## src/rtl/sqrt_pkg.sv

```systemverilog
// Shared definitions for the iterative square-root engine.
//   state_e : FSM encoding (ST_IDLE / ST_WORK)
//   yw_of   : result width for a given operand width, (xw+1)/2
package sqrt_pkg;

    typedef enum logic {
        ST_IDLE = 1'b0,
        ST_WORK = 1'b1
    } state_e;

    function automatic int unsigned yw_of(input int unsigned xw);
        return (xw + 1) / 2;
    endfunction

endpackage

```

## src/rtl/sqrt_step.sv

```systemverilog
// One digit of the shift/subtract square-root recurrence (combinational).
//   x_i      : partial remainder
//   y_i      : partial root (shifted form)
//   m_i      : current bit-pair mask
//   x_next_c : remainder after this digit
//   y_next_c : root after this digit
module sqrt_step #(
    parameter int unsigned XE = 16
) (
    input  logic [XE-1:0] x_i,
    input  logic [XE-1:0] y_i,
    input  logic [XE-1:0] m_i,
    output logic [XE-1:0] x_next_c,
    output logic [XE-1:0] y_next_c
);

    logic [XE-1:0] b;
    logic [XE-1:0] y_sh;

    // Trial subtrahend and pre-shifted root; the root bit is set when the trial fits.
    always_comb begin
        b        = y_i | m_i;
        y_sh     = y_i >> 1;
        x_next_c = x_i;
        y_next_c = y_sh;
        if (x_i >= b) begin
            x_next_c = x_i - b;
            y_next_c = y_sh | m_i;
        end
    end

endmodule

```

## src/rtl/sqrt_iter_param.sv

```systemverilog
// Multi-cycle integer square root, one result bit per clock: y = floor(sqrt(x)).
// Optional remainder output enabled by defining SQRT_REM_EN.
//   clk_i   : clock, rising edge
//   rst_i   : asynchronous reset, active-high
//   x_bi    : operand, sampled on the accepting edge
//   start_i : request, accepted only while idle
//   busy_o  : high while computing
//   done_o  : one-cycle pulse when results update
//   y_bo    : root, held until next completion
//   rem_bo  : x - y*y (SQRT_REM_EN only)
module sqrt_iter_param
    import sqrt_pkg::*;
#(
    parameter  int unsigned XW = 16,
    localparam int unsigned YW = yw_of(XW),
    localparam int unsigned XE = 2 * YW
) (
    input  logic          clk_i,
    input  logic          rst_i,
    input  logic [XW-1:0] x_bi,
    input  logic          start_i,
    output logic          busy_o,
    output logic          done_o,
    output logic [YW-1:0] y_bo
`ifdef SQRT_REM_EN
    ,
    output logic [YW:0]   rem_bo
`endif
);

    localparam int unsigned CW = (YW > 1) ? $clog2(YW) : 1;

    state_e        state_q, state_d;
    logic [XE-1:0] x_q, x_d;
    logic [XE-1:0] y_q, y_d;
    logic [XE-1:0] m_q, m_d;
    logic [CW-1:0] cnt_q, cnt_d;
    logic [YW-1:0] y_out_q, y_out_d;
    logic          done_q, done_d;
`ifdef SQRT_REM_EN
    logic [YW:0]   rem_q, rem_d;
`endif

    logic [XE-1:0] x_next_c;
    logic [XE-1:0] y_next_c;

    sqrt_step #(
        .XE(XE)
    ) u_step (
        .x_i     (x_q),
        .y_i     (y_q),
        .m_i     (m_q),
        .x_next_c(x_next_c),
        .y_next_c(y_next_c)
    );

    // Next-state and datapath control.
    always_comb begin
        state_d = state_q;
        x_d     = x_q;
        y_d     = y_q;
        m_d     = m_q;
        cnt_d   = cnt_q;
        y_out_d = y_out_q;
        done_d  = 1'b0;
`ifdef SQRT_REM_EN
        rem_d   = rem_q;
`endif
        case (state_q)
            ST_IDLE: begin
                if (start_i) begin
                    state_d = ST_WORK;
                    x_d     = XE'(x_bi);
                    y_d     = '0;
                    m_d     = XE'(1) << (XE - 2);
                    cnt_d   = CW'(YW - 1);
                end
            end
            ST_WORK: begin
                x_d   = x_next_c;
                y_d   = y_next_c;
                m_d   = m_q >> 2;
                cnt_d = cnt_q - CW'(1);
                // Final digit publishes straight from the step outputs, no extra cycle.
                if (cnt_q == '0) begin
                    state_d = ST_IDLE;
                    y_out_d = y_next_c[YW-1:0];
                    done_d  = 1'b1;
`ifdef SQRT_REM_EN
                    rem_d   = x_next_c[YW:0];
`endif
                end
            end
            default: state_d = ST_IDLE;
        endcase
    end

    // State, operand and result registers.
    always_ff @(posedge clk_i or posedge rst_i) begin
        if (rst_i) begin
            state_q <= ST_IDLE;
            x_q     <= '0;
            y_q     <= '0;
            m_q     <= '0;
            cnt_q   <= '0;
            y_out_q <= '0;
            done_q  <= 1'b0;
`ifdef SQRT_REM_EN
            rem_q   <= '0;
`endif
        end else begin
            state_q <= state_d;
            x_q     <= x_d;
            y_q     <= y_d;
            m_q     <= m_d;
            cnt_q   <= cnt_d;
            y_out_q <= y_out_d;
            done_q  <= done_d;
`ifdef SQRT_REM_EN
            rem_q   <= rem_d;
`endif
        end
    end

    assign busy_o = (state_q == ST_WORK);
    assign done_o = done_q;
    assign y_bo   = y_out_q;
`ifdef SQRT_REM_EN
    assign rem_bo = rem_q;
`endif

endmodule
```

## config.mk

```make
export PLATFORM = sky130hd
export DESIGN_NAME = sqrt_iter_param
export DESIGN_NICKNAME = d
export VERILOG_FILES = /design/src/rtl/sqrt_pkg.sv /design/src/rtl/sqrt_step.sv /design/src/rtl/sqrt_iter_param.sv
export SDC_FILE = /design/constraint.sdc
export NUM_CORES = 1
export LEC_CHECK = 0
export ABC_CLOCK_PERIOD_IN_PS = 3840
export CORE_MARGIN = 2
export CORE_UTILIZATION = 54
export DETAILED_ROUTE_END_ITERATION = 8
export MAX_ROUTING_LAYER = met4
export PLACE_DENSITY = 0.82
export SYNTH_ARGS = -nofsm -noshare
export SYNTH_HDL_FRONTEND = slang
export SYNTH_SLANG_ARGS = --single-unit
```

## constraint.sdc

```tcl
create_clock -name clk_i -period 3.84 [get_ports clk_i]
set_input_delay 0.768 -clock clk_i [delete_from_list [all_inputs] [get_ports clk_i]]
set_output_delay 0.768 -clock clk_i [all_outputs]
set_load 0.02 [all_outputs]
```

==> results_dict.tcl, run 1 <==
set metrics [dict create \
    drv_slew 0 \
    syn_nets 403 \
    hpwl_um 4940 \
    worstMarginPinSlew_ns 1.09 \
    path_clk_slew_ns 0.10 \
    hold_class "flip-flop to flip-flop" \
    track_usage 0.242 \
    yosys_warnings 0 \
    rows 27 \
    ff2ff_path_depth 9 \
    clk_latency_ns 0.31 \
    dp_worst_setup_slack_ns 0.946 \
    status "finished clean" \
    wl_per_cell_um 15.3 \
    drt_iter0_markers 191 \
    cts_buffers 5 \
    startpoint "m_q[0]" \
    synthCells 366 \
    synth_edf_count 0 \
    via_per_inst 5.97 \
    holdWs_ns 0.487 \
    final_area_um2 3590 \
    route.met3.wl_um 431 \
    drv_cap 0 \
    cts_sinks 52 \
    grt_max_degree 53 \
    path_class "flip-flop to flip-flop" \
    fin_worst_skew_ns 0.00596 \
    syn_area_per_cell_um2 8.69 \
    maxSlewHeadroom 0.272 \
    ys_async_sr_fraction 1.00 \
    synth_ff_type "dfrtp_1" \
    synth_cell_types 48 \
    drive_gt1_frac 0.0651 \
    dpl-instance-area_um2 3480 \
    rrSetupSlack_ns 0.92 \
    cts_tree "yes" \
    dieHeight_um 80.7 \
    path_max_fanout 12 \
    period_share 0.761 \
    setup_slack_ns 0.918 \
    worst_setup_path_start_kind "flip-flop" \
    ys_ff_latch 52 \
    yosysSeqAreaShare 0.409 \
    regToRegStartpoint "m_q[0]" \
    fin_setup_tns_ns 0 \
    final_nets 420 \
    post-cts-setup-buffer-count 0 \
    rsz0062_at_grt "false" \
    antenna_found_initial 0 \
    io_pins 29 \
    wl_met2_um 3220 \
    grt-ovfl-total 0 \
    grt_pass1_wl_um 11900 \
    finalCriticalPeriod_ns 2.92 \
    initial_core_util 0.567 \
    cp.required_ns 4.05 \
    firstDrtPassIters 5 \
    mostFrequentLayoutCell "nand2_1" \
    max_freq_mhz 342 \
    worstPathArrival_ns 3.13 \
    die_width_um 80.7 \
    hold_viol_final 0 \
    cts_root_buffer "clkbuf_8" \
    synth_area_um2 3180 \
    area_growth_pct 12.9 \
    drc 0 \
    layout_common_cells "56 x nand2_1, 52 x dfrtp_1, 36 x o21ai_0" \
    vias 2724 \
    diodes 0 \
    worstSetupEndpointType "flip-flop" \
    wl_um 6980 \
    fillers 487 \
    ctsLongestPathBuffers 2 \
    port_buffers 28 \
    highest_layer "met4" \
    gp_congestion 0.937 \
    holdBufCountCts 0 \
    critPathCapture "x_q[7]" \
    ctsResizeCount 0 \
    htreeDepth 2 \
    ant_nets 0 \
    setup_violations 0 \
    r2r_end "x_q[7]" \
    dieArea_um2 6520 \
    grt_pass1_vias 2648 \
    core_um2 5610 \
    met1_length_um 3190 \
]
## Yosys cell counts, drive strengths merged, types with 5 or more instances
cell	count	area (um2)
nand2	56	210
a21o	7	52.6
buf	10	58.8
xnor2	9	78.8
ha	17	213
mux2	7	86.3
nor3	7	35.0
nor2	25	93.8
o31ai	10	75.1
a31oi	5	31.3
a21oi	32	164
o21ai	36	180
nand3b	9	67.6
inv	23	86.3
clkbuf	13	51.3
dfrtp	52	1300
## per-stage QoR
step / util / cells
after floorplan: - / 366
after global placement: 0.620 / 448
after detailed placement: 0.620 / 448
after CTS: 0.640 / 456
after global routing: 0.640 / 456
final: 0.640 / 456
## how the worst min path moves through the flow
stage | from | endpoint | slack [ns] | cells past startpoint
2_1_floorplan | cnt_q[0] | cnt_q[0] | 0.44 | 1
3_3_place_gp | y_bo[7] | y_bo[7] | 0.46 | 2
3_5_place_dp | y_bo[0] | y_bo[0] | 0.47 | 2
4_1_cts | y_bo[0] | y_bo[0] | 0.49 | 2
5_1_grt | y_bo[0] | y_bo[0] | 0.51 | 2
6_report | y_bo[0] | y_bo[0] | 0.49 | 2
## registers in the layout (all words and copies together), names as in the netlist
signal,count
y_q,15
busy_o,1
x_q,16
m_q,8
done_o,1
y_bo,8
cnt_q,3
## worst max-delay path, cell delays in order, from the launching register on
cell and delay [ns]:
dfrtp_1 0.40, or2_2 0.30, ha_1 0.21, fa_1 0.40, nand2b_1 0.21, a21oi_2 0.18, o211ai_1 0.15, a311oi_2 0.32
or2_4 0.29, mux2_2 0.35
## layer usage
layer / vias to the layer above / global-route usage
met1: 1293 / 0.329
met5: - / -
li1: 1317 / -
met4: 0 / 0.0898
met3: 15 / 0.0389
met2: 99 / 0.368
## area by class of cell
cell class	instances	area [um2]	area share
multi-input combinational	268	1680	0.469
clock buffer	6	72.6	0.0202
timing repair buffer	33	318	0.0885
clock inverter	2	38.8	0.0108
sequential	52	1300	0.362
inverter	23	86.3	0.0241
tap	72	90.1	0.0251
## logic make-up after synthesis
| logic type | count (synthesis) | share of synthesized area |
|---|---|---|
| and+or+nand+nor | 114 | 0.162 |
| muxes | 11 | 0.0397 |
| AOI/OAI and AO/OA | 112 | 0.218 |
| buffers and inverters | 46 | 0.0618 |
| DFF | 52 | 0.409 |
| xor gates and xnor gates | 13 | 0.0358 |
| adders and majority gates | 18 | 0.0732 |
Power of run 1 is not shown: default switching activity piles up to over one toggle a cycle in this logic, so the estimate is an artifact.
==> run 2, diff against run 1 <==
- ABC_CLOCK_PERIOD_IN_PS: 3840 -> 2900
- clock period: 3.84 -> 2.9 ns (I/O delays scaled with it)
==> run 2 against run 1 <==
First-iteration DRC count increased by 53%. Global-route usage is 0.64 points higher. Cell area rose by 1.2%.
==> results_dict.tcl, run 2 (synthesized netlist as in run 1, its figures left out) <==
set metrics [dict create \
    dp.cells 454 \
    ctsLongestPathBuffers 2 \
    layout_common_cells "56 x nand2_1, 52 x dfrtp_1, 36 x o21ai_0" \
    htreeDepth 2 \
    finalCriticalPeriod_ns 2.87 \
    cts_root_buffer "clkbuf_8" \
    cts_buffers 5 \
    io_pins 29 \
    antenna_found_initial 0 \
    dieArea_um2 6520 \
    grt_pass1_vias 2635 \
    wl_per_cell_um 16.2 \
    area_growth_pct 14.2 \
    grt_max_degree 33 \
    multi_input_area_um2 1690 \
    reg_top3 "x_q: 16 flops, y_q: 15 flops" \
    initial_core_util 0.567 \
    drive_gt1_frac 0.0870 \
    setup_slack_ns 0.0345 \
    rrSetupSlack_ns 0.03 \
    seq_area_um2 1300 \
    hold_depth 2 \
    worstSetupEndpointType "flip-flop" \
    period_share 0.988 \
    fin_cells 463 \
    dieHeight_um 80.7 \
    drv_cap 0 \
    status "finished clean" \
    maxSlewHeadroom 0.677 \
    vias 2741 \
    clk_latency_ns 0.31 \
    largest_reg_flops 16 \
    dpl-instance-area_um2 3530 \
    worstMarginPinSlew_ns 0.483 \
    core_um2 5610 \
    max_freq_mhz 349 \
    path_max_fanout 6 \
    cts_sinks 52 \
    drt_iter0_markers 293 \
    rows 27 \
    port_buffers 28 \
    hpwl_um 5430 \
    drv_slew 0 \
    die_width_um 80.7 \
    gp_congestion 0.937 \
    path_clk_slew_ns 0.11 \
    worst_setup_path_start_kind "flip-flop" \
    ff2ff_path_depth 9 \
    path_class "flip-flop to flip-flop" \
    setup_violations 0 \
    ant_nets 0 \
    dp_worst_setup_slack_ns 0.132 \
    cts_tree "yes" \
    final_area_um2 3630 \
    worstPathArrival_ns 3.07 \
    fillers 480 \
    drc 0 \
    hold_class "flip-flop to flip-flop" \
    final_nets 427 \
    top_register "x_q" \
    grt-ovfl-total 0 \
    diodes 0 \
    grt_pass1_wl_um 12300 \
    via_per_inst 5.92 \
    track_usage 0.248 \
    cp.required_ns 3.11 \
    firstDrtPassIters 5 \
    fin_worst_skew_ns 0.0139 \
    wl_um 7520 \
    mostFrequentLayoutCell "nand2_1" \
    hold_viol_final 0 \
]
run 2: metrics by stage:
step	TNS [ns]	util	hold slack, ns
finish	0	0.648	0.482
global route	-0.0611	0.648	0.512
CTS	0	0.646	0.487
detailed placement	0	0.630	0.463
global placement	0	0.630	0.459
floorplan	0	-	0.445
run 2: cell type report:
class                   instances  share of cell area
inverters                      23              0.0238
flip-flops and latches         52               0.358
clock inverters                 3             0.00586
clock buffers                   5              0.0189
well taps                      72              0.0248
repair buffers                 40               0.103
multi-input cells             268               0.465
run 2: critical path, stage by stage, from the launching register on:
cell	delay (ns)
dfrtp_1	0.41
or2_2	0.30
ha_1	0.21
fa_1	0.40
nand2b_4	0.18
a21oi_2	0.19
o211ai_1	0.15
a311oi_2	0.34
or2_4	0.23
mux2_2	0.35
run 2: timing repair:
item	CTS	global route
gates resized for setup	0	1
buffers inserted	0	1
endpoints found under the setup margin	0	5
hold buffers	0	0
run 2: metal layers:
metal  GRT usage  share of wire  up-vias
met2       0.416           0.49       97
met4      0.0407          0.012        0
met1       0.325           0.44     1312
met3      0.0411          0.054        8
li1            -              -     1324
met5           -              0        -
run 2: worst paths after layout:
kind / to / startpoint
setup / recovery: x_q[6] / m_q[0]
hold / removal: y_bo[3] / y_bo[3]
setup reg to reg: x_q[6] / m_q[0]
hold reg to reg: y_bo[3] / y_bo[3]
max in group asynchronous: x_q[11] / rst_i
min in group asynchronous: y_bo[1] / rst_i
Power of run 2 is left out for the same reason.
==> run 3, diff against run 2 <==
- GPL_TIMING_DRIVEN: default -> 0
- PLACE_DENSITY: 0.82 -> 0.75
==> run 3 against run 2 <==
Sequential share of layout area is 1.3 points lower. Highest routed layer unchanged. Clock-buffer cell count is 1 higher. Maximum frequency is 1.7% higher. Hold slack worse by 0.0068 ns. Cell count is 3.9% higher. Largest cell class unchanged. Critical path type unchanged.
==> results_dict.tcl, run 3 (synthesized netlist as in run 1, its figures left out) <==
set metrics [dict create \
    drv_slew 0 \
    die_width_um 80.7 \
    largest_reg_flops 16 \
    reg_top3 "x_q: 16 flops, y_q: 15 flops" \
    gp_congestion 0.910 \
    cp.required_ns 3.10 \
    diodes 0 \
    cts_root_buffer "clkbuf_8" \
    regToRegStartpoint "m_q[0]" \
    worstMarginPinSlew_ns 0.612 \
    worstHoldStart "cnt_q[0]" \
    worst_setup_path_start_kind "flip-flop" \
    period_share 0.971 \
    vias 2814 \
    cts_buffers 5 \
    critPathSlowestCell "dfrtp_1" \
    ctsLongestPathBuffers 2 \
    startpoint "m_q[0]" \
    grt_pass1_wl_um 12800 \
    fin_worst_skew_ns 0.00736 \
    worstPathArrival_ns 3.02 \
    maxSlewHeadroom 0.592 \
    drc 0 \
    ant_nets 0 \
    grt_max_degree 42 \
    grt-ovfl-total 0 \
    setup_violations 0 \
    finalCriticalPeriod_ns 2.82 \
    path_max_fanout 3 \
    final_nets 445 \
    hold_viol_final 0 \
    drv_cap 0 \
    area_growth_pct 18.4 \
    top_register "x_q" \
    rsz0062_at_grt "false" \
    status "finished clean" \
    wl_per_cell_um 16.2 \
    initial_core_util 0.567 \
    path_clk_slew_ns 0.10 \
    layout_common_cells "56 x nand2_1, 52 x dfrtp_1, 36 x o21ai_0" \
    port_buffers 28 \
    drt_iter0_markers 209 \
    hpwl_um 5590 \
    dieArea_um2 6520 \
    path_class "flip-flop to flip-flop" \
    crit_path_cell_trace "or2_2 > ha_2 > fa_2 > nand2b_4 > a21oi_4 > o211ai_1 > a311oi_4 > or2_4 > buf_4 > mux2_2" \
    drive_gt1_frac 0.0978 \
    post-route-util 0.672 \
    track_usage 0.268 \
    cts_sinks 52 \
    htreeDepth 2 \
    clk_latency_ns 0.32 \
    mostFrequentLayoutCell "nand2_1" \
    core_um2 5610 \
    dieHeight_um 80.7 \
    hold_class "flip-flop to flip-flop" \
    firstDrtPassIters 4 \
    max_freq_mhz 355 \
    holdBufCountCts 0 \
    via_per_inst 5.85 \
    worstSetupEndpointType "flip-flop" \
    antenna_found_initial 0 \
    grt_pass1_vias 2582 \
    wl_um 7790 \
    cts_tree "yes" \
    cpPeakStageDelay_ns 0.40 \
    rows 27 \
    io_pins 29 \
]
run 3: worst paths after layout:
kind / end / slack (ns) / cells after the start
worst max-delay path: x_q[6] / 0.08 / 10
worst min-delay path: cnt_q[0] / 0.47 / 1
worst max register to register: x_q[6] / 0.08 / 10
worst min register to register: cnt_q[0] / 0.47 / 1
max in group asynchronous: x_q[3] / 1.88 / 3
min in group asynchronous: y_q[13] / 0.51 / 2
run 3: metal layers:
layer | track usage | wire [um]
met5 | - | 0
met4 | 0.0746 | 163
met3 | 0.0478 | 327
met2 | 0.404 | 3600
met1 | 0.376 | 3700
run 3: timing repair:
| item | in CTS | in global routing |
|---|---|---|
| pin swaps | 3 | 5 |
| endpoints found under the hold margin | 0 | 0 |
| setup buffers | 3 | 3 |
| endpoints found under the setup margin | 19 | 12 |
| cloned | 0 | 0 |
| resized for setup | 6 | 1 |
run 3: final cells by class:
type / count / area, um2
Timing Repair Buffer: 35 / 358
Tap cell: 72 / 90.1
Sequential cell: 52 / 1300
Buffer: 23 / 114
Inverter: 23 / 86.3
Fill cell: 490 / 1840
Multi-Input combinational cell: 268 / 1730
Clock buffer: 6 / 72.6
Clock inverter: 2 / 16.3
run 3: stage by stage:
stage	cells	setup slack, ns	setup TNS, ns	cell area, um2	hold WS, ns
5_1_grt	481	0.00770	0	3770	0.502
4_1_cts	478	0.00374	0	3730	0.479
6_report	481	0.0834	0	3770	0.475
3_3_place_gp	466	-0.384	-3.50	3560	0.460
3_5_place_dp	467	-0.405	-4.17	3580	0.462
2_1_floorplan	366	0.0123	0	3190	0.445
run 3: worst max-delay path: cells and delay by family (launching register included):
family | cells | cell delay [ns]
flip-flops | 1 | 0.40
AND/OR/NAND/NOR | 3 | 0.66
multiplexers | 1 | 0.31
adder cells (fa/ha/maj) | 2 | 0.54
AO/OA/AOI/OAI | 3 | 0.69
buffers and inverters | 1 | 0.11
Power of run 3 is left out for the same reason.
